<file path="config.mk">
export PLATFORM = sky130hd
export DESIGN_NAME = los_biphase_tx_flat
export DESIGN_NICKNAME = d
export VERILOG_FILES = /design/src/rtl/los_biphase_tx_if.sv /design/src/rtl/los_biphase_tx.sv /design/src/flat_wrapper.sv
export SDC_FILE = /design/constraint.sdc
export NUM_CORES = 1
export LEC_CHECK = 0
export BUFFER_PORTS_ARGS = -buffer_cell sky130_fd_sc_hd__buf_2
export CAP_MARGIN = 40
export CORE_MARGIN = 10
export CORE_UTILIZATION = 59
export CTS_CLUSTER_DIAMETER = 50
export DETAILED_ROUTE_END_ITERATION = 16
export PLACE_DENSITY = 0.91
export SETUP_SLACK_MARGIN = 0.05
export SYNTH_ARGS = -nofsm -noshare
export SYNTH_HDL_FRONTEND = slang
export SYNTH_SLANG_ARGS = --single-unit
</file>
<file path="constraint.sdc">
create_clock -name clk_i -period 5.8 [get_ports clk_i]
set_input_delay 0 -clock clk_i [delete_from_list [all_inputs] [get_ports clk_i]]
set_output_delay 0 -clock clk_i [all_outputs]
set_load 0.02 [all_outputs]
</file>
<file path="src/rtl/los_biphase_tx_if.sv">
// Signals between the LOS biphase serializer, its software control, the burst buffer
// read port and the LOS line drivers.
interface los_biphase_tx_if #(
    parameter int unsigned ADDR_W = 12
);
    logic              start_i;
    logic [ADDR_W-1:0] base_i;
    logic [ADDR_W-1:0] len_i;
    logic              abort_i;
    logic              rd_o;
    logic [ADDR_W-1:0] addr_o;
    logic [31:0]       dat_i;
    logic              busy_o;
    logic              done_o;
    logic              SDAT;
    logic              SCLK;
    logic              BIPHASE;

    modport slave (
        input  start_i, base_i, len_i, abort_i, dat_i,
        output rd_o, addr_o, busy_o, done_o, SDAT, SCLK, BIPHASE
    );

    modport master (
        output start_i, base_i, len_i, abort_i, dat_i,
        input  rd_o, addr_o, busy_o, done_o, SDAT, SCLK, BIPHASE
    );
endinterface

</file>
<file path="src/rtl/los_biphase_tx.sv">
// LOS serializer: streams N buffer words MSB-first as NRZ data, bit clock and Manchester,
// prefetching each next word during bit 31 of the current one.
module los_biphase_tx #(
    parameter int unsigned CLK_DIV = 8,
    parameter int unsigned ADDR_W  = 12
) (
    input  logic            clk_i,
    input  logic            nrst_i,
    los_biphase_tx_if.slave bus
);

    localparam logic [7:0]        CntMax  = 8'(CLK_DIV - 1);
    localparam logic [ADDR_W-1:0] WordOne = ADDR_W'(1);

    typedef enum logic [2:0] {StIdle, StPrefetch, StLoad, StShift, StDone} state_e;

    state_e            state_q, state_d;
    logic [7:0]        cnt_q, cnt_d;
    logic              phase_q, phase_d;
    logic [4:0]        bidx_q, bidx_d;
    logic [31:0]       shift_q, shift_d;
    logic [31:0]       hold_q, hold_d;
    logic [ADDR_W-1:0] words_q, words_d;
    logic [ADDR_W-1:0] addr_q, addr_d;
    logic              rd_q, rd_d;
    logic              rd_pend_q, rd_pend_d;
    logic              busy_q, busy_d;
    logic              done_q, done_d;
    logic              sdat_q, sdat_d;
    logic              sclk_q, sclk_d;
    logic              biph_q, biph_d;
    logic              prefetch;

    always_comb begin
        state_d   = state_q;
        cnt_d     = cnt_q;
        phase_d   = phase_q;
        bidx_d    = bidx_q;
        shift_d   = shift_q;
        hold_d    = rd_pend_q ? bus.dat_i : hold_q;
        words_d   = words_q;
        addr_d    = addr_q;
        rd_d      = 1'b0;
        rd_pend_d = rd_q;
        prefetch  = 1'b0;

        unique case (state_q)
            StIdle: begin
                if (bus.start_i && !bus.abort_i) begin
                    state_d = StPrefetch;
                    words_d = bus.len_i;
                    addr_d  = bus.base_i;
                    rd_d    = (bus.len_i != '0);
                end
            end
            // An empty frame still spends this cycle here so done_o lands two cycles after start.
            StPrefetch: state_d = (words_q == '0) ? StDone : StLoad;
            StLoad: begin
                state_d  = StShift;
                shift_d  = hold_d;
                bidx_d   = 5'd31;
                cnt_d    = '0;
                phase_d  = 1'b0;
                prefetch = (words_q > WordOne);
            end
            StShift: begin
                if (cnt_q == CntMax) begin
                    cnt_d   = '0;
                    phase_d = ~phase_q;
                    if (phase_q) begin
                        if (bidx_q != 5'd0) begin
                            shift_d = {shift_q[30:0], 1'b0};
                            bidx_d  = bidx_q - 5'd1;
                        end else if (words_q > WordOne) begin
                            shift_d  = hold_q;
                            bidx_d   = 5'd31;
                            words_d  = words_q - WordOne;
                            prefetch = (words_d > WordOne);
                        end else begin
                            state_d = StDone;
                        end
                    end
                end else begin
                    cnt_d = cnt_q + 8'd1;
                end
            end
            StDone: state_d = StIdle;
            default: state_d = StIdle;
        endcase

        if (prefetch) begin
            rd_d   = 1'b1;
            addr_d = addr_q + WordOne;
        end

        if (bus.abort_i && (state_q != StIdle)) begin
            state_d   = StIdle;
            cnt_d     = '0;
            phase_d   = 1'b0;
            bidx_d    = '0;
            shift_d   = '0;
            hold_d    = '0;
            words_d   = '0;
            addr_d    = '0;
            rd_d      = 1'b0;
            rd_pend_d = 1'b0;
        end

        // Line outputs are flopped from next-state values so every edge sits on a half-bit.
        busy_d = (state_d != StIdle);
        done_d = (state_d == StDone);
        sdat_d = (state_d == StShift) & shift_d[31];
        sclk_d = (state_d == StShift) & phase_d;
        biph_d = (state_d == StShift) & (phase_d ? shift_d[31] : ~shift_d[31]);
    end

    always_ff @(posedge clk_i or negedge nrst_i) begin
        if (!nrst_i) begin
            state_q   <= StIdle;
            cnt_q     <= '0;
            phase_q   <= 1'b0;
            bidx_q    <= '0;
            shift_q   <= '0;
            hold_q    <= '0;
            words_q   <= '0;
            addr_q    <= '0;
            rd_q      <= 1'b0;
            rd_pend_q <= 1'b0;
            busy_q    <= 1'b0;
            done_q    <= 1'b0;
            sdat_q    <= 1'b0;
            sclk_q    <= 1'b0;
            biph_q    <= 1'b0;
        end else begin
            state_q   <= state_d;
            cnt_q     <= cnt_d;
            phase_q   <= phase_d;
            bidx_q    <= bidx_d;
            shift_q   <= shift_d;
            hold_q    <= hold_d;
            words_q   <= words_d;
            addr_q    <= addr_d;
            rd_q      <= rd_d;
            rd_pend_q <= rd_pend_d;
            busy_q    <= busy_d;
            done_q    <= done_d;
            sdat_q    <= sdat_d;
            sclk_q    <= sclk_d;
            biph_q    <= biph_d;
        end
    end

    assign bus.rd_o    = rd_q;
    assign bus.addr_o  = addr_q;
    assign bus.busy_o  = busy_q;
    assign bus.done_o  = done_q;
    assign bus.SDAT    = sdat_q;
    assign bus.SCLK    = sclk_q;
    assign bus.BIPHASE = biph_q;

endmodule

</file>
<file path="src/flat_wrapper.sv">
// flat-port wrapper written by rule: the top's interface ports become plain ports
module los_biphase_tx_flat 
#(
    parameter int unsigned CLK_DIV = 8,
    parameter int unsigned ADDR_W  = 12
)
  (clk_i, nrst_i, bus_start_i, bus_base_i, bus_len_i, bus_abort_i, bus_dat_i, bus_rd_o, bus_addr_o, bus_busy_o, bus_done_o, bus_SDAT, bus_SCLK, bus_BIPHASE);
  los_biphase_tx_if #(.ADDR_W(ADDR_W)) bus_i ();
  input  logic clk_i;
  input  logic nrst_i;
  input wire logic [$bits(bus_i.start_i)-1:0] bus_start_i;
  input wire logic [$bits(bus_i.base_i)-1:0] bus_base_i;
  input wire logic [$bits(bus_i.len_i)-1:0] bus_len_i;
  input wire logic [$bits(bus_i.abort_i)-1:0] bus_abort_i;
  input wire logic [$bits(bus_i.dat_i)-1:0] bus_dat_i;
  output wire logic [$bits(bus_i.rd_o)-1:0] bus_rd_o;
  output wire logic [$bits(bus_i.addr_o)-1:0] bus_addr_o;
  output wire logic [$bits(bus_i.busy_o)-1:0] bus_busy_o;
  output wire logic [$bits(bus_i.done_o)-1:0] bus_done_o;
  output wire logic [$bits(bus_i.SDAT)-1:0] bus_SDAT;
  output wire logic [$bits(bus_i.SCLK)-1:0] bus_SCLK;
  output wire logic [$bits(bus_i.BIPHASE)-1:0] bus_BIPHASE;
  assign bus_i.start_i = bus_start_i;
  assign bus_i.base_i = bus_base_i;
  assign bus_i.len_i = bus_len_i;
  assign bus_i.abort_i = bus_abort_i;
  assign bus_i.dat_i = bus_dat_i;
  assign bus_rd_o = bus_i.rd_o;
  assign bus_addr_o = bus_i.addr_o;
  assign bus_busy_o = bus_i.busy_o;
  assign bus_done_o = bus_i.done_o;
  assign bus_SDAT = bus_i.SDAT;
  assign bus_SCLK = bus_i.SCLK;
  assign bus_BIPHASE = bus_i.BIPHASE;
  los_biphase_tx #(.CLK_DIV(CLK_DIV), .ADDR_W(ADDR_W)) u_core (.clk_i(clk_i), .nrst_i(nrst_i), .bus(bus_i));
endmodule
</file>
==> results of run 1 <==
## per-stage QoR
step / setup WS (ns) / utilization (%)
global placement: 2.84 / 64.5
CTS: 2.65 / 73.2
finish: 2.54 / 73.2
global route: 2.31 / 73.2
floorplan: 3.12 / -
detailed placement: 2.66 / 65.0
## final cells by class
type / count / area [um2]
sequential: 112 / 2800
clock inverter: 7 / 88.8
tap: 133 / 166
multi-input combinational: 434 / 2840
fill: 638 / 2610
inverter: 7 / 26.3
timing repair buffer: 143 / 1070
clock buffer: 9 / 124
## power groups by stage
stage          Combinational (W)  Sequential, W  Clock [W]
2_1_floorplan           0.000953        0.00130          0
6_report                 0.00128        0.00139   0.000488
3_3_place_gp             0.00111        0.00138          0
3_5_place_dp             0.00121        0.00137          0
4_1_cts                  0.00124        0.00136   0.000490
5_1_grt                  0.00139        0.00142   0.000525
## flip-flops by register name, summed over array words and instances (netlist names)
register / count
u_core.bus.done_o: 1
u_core.state_q: 3
u_core.cnt_q: 8
u_core.words_q: 12
u_core.bidx_q: 5
u_core.hold_q: 32
u_core.bus.BIPHASE: 1
u_core.bus.rd_o: 1
u_core.bus.SCLK: 1
u_core.shift_q: 32
u_core.phase_q: 1
u_core.bus.busy_o: 1
u_core.bus.addr_o: 12
u_core.rd_pend_q: 1
u_core.bus.SDAT: 1
## logic make-up after synthesis
family	Yosys count	synth area share, %
compound gates	196	23.3
simple gates	190	16.4
flops	112	47.8
buf+inv	53	4.14
mux	35	6.04
xor+xnor	7	1.05
fa+ha+maj	6	1.28
## final timing paths
| path | startpoint | to | slack, ns |
|---|---|---|---|
| hold reg to reg | u_core.shift_q[22]$_DFFE_PN0P_ | u_core.shift_q[22]$_DFFE_PN0P_ | 0.50 |
| hold / removal | bus_abort_i | u_core.bus.busy_o$_DFF_PN0_ | 0.02 |
| setup reg to reg | u_core.words_q[0]$_DFFE_PN0P_ | u_core.words_q[2]$_DFFE_PN0P_ | 2.54 |
| min in group asynchronous | nrst_i | u_core.hold_q[8]$_DFF_PN0_ | 0.03 |
| setup / recovery | u_core.words_q[0]$_DFFE_PN0P_ | u_core.words_q[2]$_DFFE_PN0P_ | 2.54 |
| max in group asynchronous | nrst_i | u_core.rd_pend_q$_DFF_PN0_ | 4.76 |
## worst min-delay path, delay by kind of cell
kind,cells,cell delay [ns]
AND/OR/NAND/NOR,1,0.12
AO/OA/AOI/OAI,1,0.12
buffers and inverters,1,0.12
## cells in the mapped netlist, drive strengths merged, types with 3 or more instances
master   count  area share [%]
dfrtp      112              48
nor2        66             4.2
a21oi       60             5.1
o2bb2ai     60             9.0
clkbuf      37             2.4
mux2i       32             5.5
o21ai       30             2.6
nand3       27             2.3
nand2       21             1.3
nor3        19             1.6
and3        13             1.4
buf          9             1.3
nand4        8            0.85
inv          7            0.45
a22oi        6            0.77
a31oi        6            0.64
ha           6             1.3
nor4         6            0.64
a32oi        5            0.75
or4          5            0.70
xor2         5            0.75
and2         4            0.43
nand2b       4            0.43
o31a         4            0.62
o31ai        4            0.51
mux2         3            0.58
nor3b        3            0.38
nor4b        3            0.66
o22a         3            0.45
## per-layer routing
metal  share of wire, %  track usage [%]
met2                 48             36.0
met3                7.2             3.94
met5                  0                0
met4                3.2             10.0
met1                 41             27.3
## repair_timing
item | in CTS | in global routing
hold buffers | 58 | 0
endpoints found under the hold margin | 103 | 0
setup buffers | 0 | 0
==> impl_metrics.tcl, run 1 <==
set metrics [dict create \
    p_int_w 0.00176 \
    nets 773 \
    critical_path_buf_inv_count 1 \
    area_delta_synth_final_pct 21.3 \
    drtAntennaViolNets 0 \
    start_util_pct 60.3 \
    holdCritPathClass "in2reg" \
    power_frac_comb_pct 40.5 \
    fmax_mhz 307 \
    min_path_cells 3 \
    startpoint_type "flip-flop" \
    crit_chain "inv_1 > ha_1 > nor2_1 > nor4b_2 > a21oi_1 > o21bai_1 > nand2b_1 > o21ai_0" \
    path_clk_slew_ns 0.12 \
    holdWs_ns 0.0233 \
    synth-seq-cells 112 \
    max_stage_delay_ns 0.66 \
    drv_slew 0 \
    arrival_ns 3.53 \
    ioPinCount 78 \
    p_leak_nw 3.07 \
    dieArea_mm2 0.0143 \
    initialDrtViolationCount 721 \
    rsz0062_at_grt "false" \
    pwr-share-clk_pct 15.5 \
    root_buffer "clkbuf_8" \
    run_status "completed" \
    p_sw_share_pct 44.1 \
    ys.warnings.count 0 \
    globalRouteTotalUtil_pct 21.8 \
    p_switching_w 0.00139 \
    crit_cells 8 \
    setup_viol 0 \
    numCtsBuffers 9 \
    synth_edf_count 0 \
    total_power_w 0.00315 \
    fin_area_mm2 0.00712 \
    fin_tns_setup_ns 0 \
    min_period_ns 3.26 \
    gp_congestion 0.998 \
    maxCapViolCount 0 \
    port_buffers 77 \
    yosysUniqueCellTypes 60 \
    critical_path_class "reg2reg" \
    cts_tree "done" \
    die_h_um 120 \
    layout_commonest_cell "dfrtp_1" \
    syn_area_mm2 0.00587 \
    clk_latency_ns 0.39 \
    tightest_slew_ns 0.857 \
    path_max_fanout 11 \
    end_kind "flip-flop" \
    grt_pass1_wl_mm 26.4 \
    async_flop_share_pct 100 \
    core_region_area_mm2 0.00973 \
    instances_no_fill 845 \
    path_delay_family "simple AND/OR/NAND/NOR gates" \
    finalHoldViolCount 0 \
    viasPerCell 6.52 \
    sequentialPowerShare_pct 44.0 \
    placed_cell_area_mm2 0.00633 \
    grt_antenna_before_repair 0 \
    drc 0 \
    post_cts_resized 0 \
    wl_per_cell_um 18.9 \
    diodes 0 \
    min_period_over_period_pct 56.2 \
    synth_cells 599 \
    rr_worst_depth 8 \
    final_cell_mix "dfrtp_1, buf_2, nor2_1" \
    crit_slowest_cell "nor4b_2" \
    syn-num-nets 665 \
    rows 36 \
    routed_wl_mm 16.0 \
    clock_skew_ns 0.0302 \
    grt_max_degree 85 \
    worstPathRequired_ns 6.06 \
    drive_gt1_share_pct 16.4 \
    htreeDepth 3 \
    dp.cells 771 \
    p_per_area_mw_per_mm2 443 \
    die_x_um 120 \
    grt_pass1_vias 5528 \
    seq_area_frac_synth_pct 47.8 \
    grt-ovfl-total 0 \
    drtPass1Iterations 8 \
    clock-sinks 112 \
    vias 5508 \
    peakVddDrop_mv 0.292 \
    hpwl_mm 9.86 \
    syn_avg_cell_area_um2 9.79 \
    slew_headroom_pct 42.8 \
    synthFlopType "dfrtp_1" \
    cts.path.max_buffers 2 \
]
Note: power is estimated with default switching activity, not from simulation.
==> inputs of run 2 (changes only) <==
Settings changed: CORE_UTILIZATION 59 to 58, PLACE_DENSITY 0.91 to 0.9.
Clock period 5.8 ns to 3.1 ns, I/O delays scaled along.
==> run 2 against run 1 <==
Effect of this change: maximum frequency up 13%; core utilization down 0.098 points; sequential share of layout area down 0.31 points; global-route usage up 1.5 points; routed wire length up 6.4%; via count up 1.8%; largest power group unchanged; cell count up 1.7%; largest cell class unchanged; design area up 0.79%; setup slack worse by 2.3 ns.
==> impl_metrics.tcl, run 2 (synthesized netlist as in run 1, its figures left out) <==
set metrics [dict create \
    final_cell_mix "dfrtp_1, buf_2, nor2_1" \
    fin_tns_setup_ns 0 \
    arrival_ns 3.20 \
    rr_worst_depth 8 \
    vias 5605 \
    placed_cell_area_mm2 0.00642 \
    grt_pass1_wl_mm 28.2 \
    min_path_cells 3 \
    holdCritPathClass "in2reg" \
    p_leak_nw 3.11 \
    sequentialPowerShare_pct 43.9 \
    drtPass1Iterations 5 \
    numCtsBuffers 9 \
    viasPerCell 6.53 \
    crit_chain "inv_1 > ha_1 > or3b_2 > a2111oi_4 > o31a_2 > o211ai_4 > or4_1 > nand3_1" \
    fin_area_mm2 0.00718 \
    drv_slew 0 \
    tightest_slew_ns 0.683 \
    critical_path_buf_inv_count 1 \
    finalHoldViolCount 0 \
    power_frac_comb_pct 42.0 \
    crit_slowest_cell "or3b_2" \
    path_delay_family "simple AND/OR/NAND/NOR gates" \
    largest_registers "u_core.hold_q (32), u_core.shift_q (32)" \
    ioPinCount 78 \
    path_max_fanout 14 \
    routed_wl_mm 17.0 \
    end_kind "flip-flop" \
    layout_commonest_cell "dfrtp_1" \
    run_status "completed" \
    grt_max_degree 68 \
    worstPathRequired_ns 3.41 \
    grt-ovfl-total 0 \
    diodes 0 \
    startpoint_type "flip-flop" \
    peakVddDrop_mv 0.521 \
    port_buffers 77 \
    fmax_mhz 347 \
    maxCapViolCount 0 \
    p_int_w 0.00331 \
    globalRouteTotalUtil_pct 23.3 \
    cts.path.max_buffers 2 \
    r2r_end "u_core.bus.addr_o[7]$_DFFE_PN0P_" \
    die_x_um 121 \
    grt_pass1_vias 5751 \
    die_h_um 121 \
    p_per_area_mw_per_mm2 824 \
    nets 787 \
    finish.utilization_pct 73.1 \
    drtAntennaViolNets 0 \
    critical_path_class "reg2reg" \
    clk_latency_ns 0.38 \
    whs_endpoint "u_core.bus.busy_o$_DFF_PN0_" \
    p_switching_w 0.00260 \
    start_util_pct 59.7 \
    slew_headroom_pct 54.5 \
    core_region_area_mm2 0.00982 \
    drc 0 \
    rsz0062_at_grt "true" \
    wl_per_cell_um 19.8 \
    cts_setup_buffers 0 \
    cts_tree "done" \
    root_buffer "clkbuf_8" \
    hpwl_mm 10.5 \
    min_period_over_period_pct 93.0 \
    dieArea_mm2 0.0145 \
    area_delta_synth_final_pct 22.3 \
    highest_layer "met4" \
    min_period_ns 2.88 \
    initialDrtViolationCount 647 \
    setup_viol 0 \
    hold_start "bus_abort_i" \
    htreeDepth 3 \
    rows 36 \
    drive_gt1_share_pct 18.0 \
    wl_met2_mm 8.37 \
    gp_congestion 0.983 \
    wl_met3_mm 1.33 \
    pwr-share-clk_pct 14.1 \
    clock_skew_ns 0.0161 \
    rr_startpoint "u_core.words_q[0]$_DFFE_PN0P_" \
    grt_antenna_before_repair 0 \
    holdWs_ns 0.0233 \
    p_sw_share_pct 44.0 \
    max_stage_delay_ns 0.55 \
    path_clk_slew_ns 0.10 \
    clock-sinks 112 \
    drt-met1-wl_mm 6.70 \
    rrSetupSlack_ns 0.22 \
]
## run 2: cell types whose count changed in the layout (fill, tap and decap cells not counted), sizes merged
| cell | delta |
|---|---|
| dlygate4sd3 | -1 |
| buf | +15 |
| clkbuf | +2 |
| clkinv | -1 |
| inv | -1 |
## run 2: how the worst max path moves through the flow
| stage | from | to | cells past startpoint |
|---|---|---|---|
| after floorplan | u_core.words_q[0]$_DFFE_PN0P_ | u_core.bus.addr_o[11]$_DFFE_PN0P_ | 10 |
| after global placement | u_core.words_q[0]$_DFFE_PN0P_ | u_core.bus.addr_o[11]$_DFFE_PN0P_ | 8 |
| after detailed placement | u_core.words_q[0]$_DFFE_PN0P_ | u_core.bus.addr_o[7]$_DFFE_PN0P_ | 8 |
| after CTS | u_core.words_q[0]$_DFFE_PN0P_ | u_core.bus.addr_o[7]$_DFFE_PN0P_ | 8 |
| after global routing | u_core.words_q[0]$_DFFE_PN0P_ | u_core.bus.addr_o[6]$_DFFE_PN0P_ | 8 |
| final | u_core.words_q[0]$_DFFE_PN0P_ | u_core.bus.addr_o[7]$_DFFE_PN0P_ | 8 |
## run 2: metrics by stage
stage,setup WS [ns],cells,power [W]
after global routing,0.0475,859,0.00626
after detailed placement,0.177,786,0.00490
after CTS,0.153,859,0.00578
after global placement,0.355,785,0.00473
after floorplan,0.422,599,0.00422
final,0.216,859,0.00591
## run 2: area by class of cell
type                            count  area (um2)
Timing Repair Buffer              157        1150
Multi-Input combinational cell    434        2850
Fill cell                         698        2640
Sequential cell                   112        2800
Clock buffer                       11         131
Tap cell                          133         166
Clock inverter                      5        46.3
Inverter                            7        26.3
## run 2: power by group through the flow
| stage | sequential [W] | combinational [W] | clock (W) |
|---|---|---|---|
| finish | 0.00260 | 0.00249 | 0.000832 |
| global route | 0.00266 | 0.00271 | 0.000891 |
| CTS | 0.00255 | 0.00239 | 0.000837 |
| detailed placement | 0.00257 | 0.00233 | 0 |
| global placement | 0.00253 | 0.00220 | 0 |
| floorplan | 0.00244 | 0.00178 | 0 |
## run 2: routing by layer
layer,vias up,GRT usage (%)
met1,2718,27.9
met2,337,38.9
met4,0,10.6
li1,2481,-
met3,69,5.91
met5,-,0
## run 2: what timing repair did
| action | 4_1_cts | 5_1_grt |
|---|---|---|
| setup endpoints to repair | 0 | 6 |
| resized for setup | 0 | 2 |
| hold buffers | 57 | 0 |
| endpoints found under the hold margin | 136 | 0 |
## run 2: worst register-to-register path: cells and delay by family (launching register included)
kind / cells / cell delay (ns)
AND/OR/NAND/NOR: 3 / 1.17
AO/OA/AOI/OAI: 3 / 0.73
flip-flops: 1 / 0.50
adder cells (fa/ha/maj): 1 / 0.28
buffers and inverters: 1 / 0.13
==> inputs of run 3 (changes only) <==
Settings changed: CELL_PAD_IN_SITES_DETAIL_PLACEMENT set to 1, CELL_PAD_IN_SITES_GLOBAL_PLACEMENT set to 1, CORE_UTILIZATION 58 to 45, SLEW_MARGIN set to 20.
==> run 3 against run 2 <==
Effect of this change: sequential share of layout area down 1.1 points; die area up 24%; combinational power up 7%; first-iteration DRC count down 28%; sequential power up 2%; design area up 2.8%; cell count up 5.2%; largest power group is now combinational logic; highest routed layer unchanged.
==> impl_metrics.tcl, run 3 (synthesized netlist as in run 1, its figures left out) <==
set metrics [dict create \
    grt_pass1_vias 6167 \
    root_buffer "clkbuf_16" \
    p_per_area_mw_per_mm2 880 \
    nets 792 \
    min_period_over_period_pct 94.3 \
    drtPass1Iterations 5 \
    dieArea_mm2 0.0180 \
    grt_max_degree 64 \
    grt-ovfl-total 0 \
    grt_antenna_before_repair 1 \
    arrival_ns 3.22 \
    finish.utilization_pct 58.2 \
    fmax_mhz 342 \
    p_leak_nw 3.19 \
    routed_wl_mm 20.6 \
    ioPinCount 78 \
    drc 0 \
    rsz0062_at_grt "false" \
    path_clk_slew_ns 0.07 \
    final_cell_mix "dfrtp_1, buf_2, nor2_1" \
    maxCapViolCount 0 \
    tightest_slew_ns 0.646 \
    core_region_area_mm2 0.0127 \
    port_buffers 77 \
    path_max_fanout 16 \
    viasPerCell 6.15 \
    sequentialPowerShare_pct 40.9 \
    die_h_um 134 \
    vias 5561 \
    p_sw_share_pct 43.9 \
    die_x_um 134 \
    largest_registers "u_core.hold_q (32), u_core.shift_q (32)" \
    fin_tns_setup_ns 0 \
    p_switching_w 0.00285 \
    globalRouteTotalUtil_pct 23.1 \
    drtAntennaViolNets 0 \
    p_int_w 0.00364 \
    cts.path.max_buffers 2 \
    finalHoldViolCount 0 \
    power_frac_comb_pct 41.1 \
    holdCritPathClass "in2reg" \
    drive_gt1_share_pct 18.9 \
    grt_pass1_wl_mm 33.3 \
    n_fill_cell 1411 \
    end_kind "flip-flop" \
    cts_tree "done" \
    peakVddDrop_mv 0.441 \
    gp_congestion 0.890 \
    critical_path_class "reg2reg" \
    cts_setup_buffers 0 \
    htreeDepth 3 \
    slew_headroom_pct 56.6 \
    pwr-share-clk_pct 18.0 \
    setup_viol 0 \
    start_util_pct 46.3 \
    initialDrtViolationCount 463 \
    numCtsBuffers 9 \
    run_status "completed" \
    startpoint_type "flip-flop" \
    hpwl_mm 12.6 \
    area_delta_synth_final_pct 25.7 \
    drv_slew 0 \
    min_period_ns 2.92 \
    worstPathRequired_ns 3.40 \
    rows 41 \
    clock-sinks 112 \
    clk_latency_ns 0.37 \
    clock_skew_ns 0.0175 \
    wl_per_cell_um 22.8 \
    layout_commonest_cell "dfrtp_1" \
]
-- run 3: cell count changes in the layout (fill, tap and decap cells not counted), sizes merged --
cell / before / now
buf: 100 / 106
diode: 0 / 1
clkinvlp: 0 / 1
inv: 11 / 8
clkinv: 1 / 3
dlygate4sd3: 57 / 56
-- run 3: path summary, 6_finish.rpt --
check	startpoint	end	slack, ns	depth (start not counted)
setup / recovery	u_core.words_q[1]$_DFFE_PN0P_	u_core.bus.addr_o[11]$_DFFE_PN0P_	0.18	8
hold / removal	bus_len_i[9]	u_core.words_q[9]$_DFFE_PN0P_	0.007	3
setup reg to reg	u_core.words_q[1]$_DFFE_PN0P_	u_core.bus.addr_o[11]$_DFFE_PN0P_	0.18	8
hold reg to reg	u_core.shift_q[6]$_DFFE_PN0P_	u_core.shift_q[6]$_DFFE_PN0P_	0.49	1
max in group asynchronous	nrst_i	u_core.hold_q[4]$_DFF_PN0_	1.62	5
min in group asynchronous	nrst_i	u_core.hold_q[30]$_DFF_PN0_	0.52	3
-- run 3: layer usage --
metal | vias up | GRT usage (%) | share of wire (%)
li1 | 2505 | - | -
met1 | 2820 | 25.9 | 40
met2 | 174 | 40.4 | 51
met3 | 62 | 5.30 | 4.5
met4 | 0 | 10.9 | 3.8
met5 | - | 0 | 0
-- run 3: through the flow --
step                      setup WS (ns)  hold slack, ns  total power [W]  instances  instance area, um2
final                             0.176         0.00706          0.00649        904                7370
after global placement            0.310           0.145          0.00489        830                6480
after detailed placement          0.137           0.151          0.00510        830                6480
after CTS                        0.0841         0.00782          0.00633        901                7320
after global routing             0.0713          0.0570          0.00688        904                7370
after floorplan                   0.422          -0.296          0.00422        599                5870
-- run 3: power by group through the flow --
stage	clock, W	combinational, W	sequential (W)
after global routing	0.00125	0.00292	0.00271
after global placement	0	0.00235	0.00254
final	0.00117	0.00267	0.00265
after floorplan	0	0.00178	0.00244
after detailed placement	0	0.00249	0.00261
after CTS	0.00116	0.00258	0.00260
-- run 3: area by class of cell --
cell class	count	area [um2]	area share [%]
multi-input cells	434	2860	38.7
flip-flops and latches	112	2800	38.0
repair buffers	162	1190	16.1
clock buffers	11	243	3.29
well taps	172	215	2.92
clock inverters	5	41.3	0.560
inverters	7	26.3	0.356
diodes	1	2.50	0.0339
-- run 3: repair_timing --
| action | in CTS | in global routing |
|---|---|---|
| endpoints found under the hold margin | 115 | 1 |
| hold buffers | 55 | 1 |
| endpoints found under the setup margin | 0 | 12 |
| resized for setup | 0 | 2 |
-- run 3: critical path, cell delays in order, from the launching register on --
cell and delay [ns]:
dfrtp_1 0.48, inv_1 0.13, ha_1 0.28, or3b_2 0.55
a2111oi_4 0.35, o31a_2 0.24, o211ai_4 0.19, or4_1 0.54
nand3_1 0.10
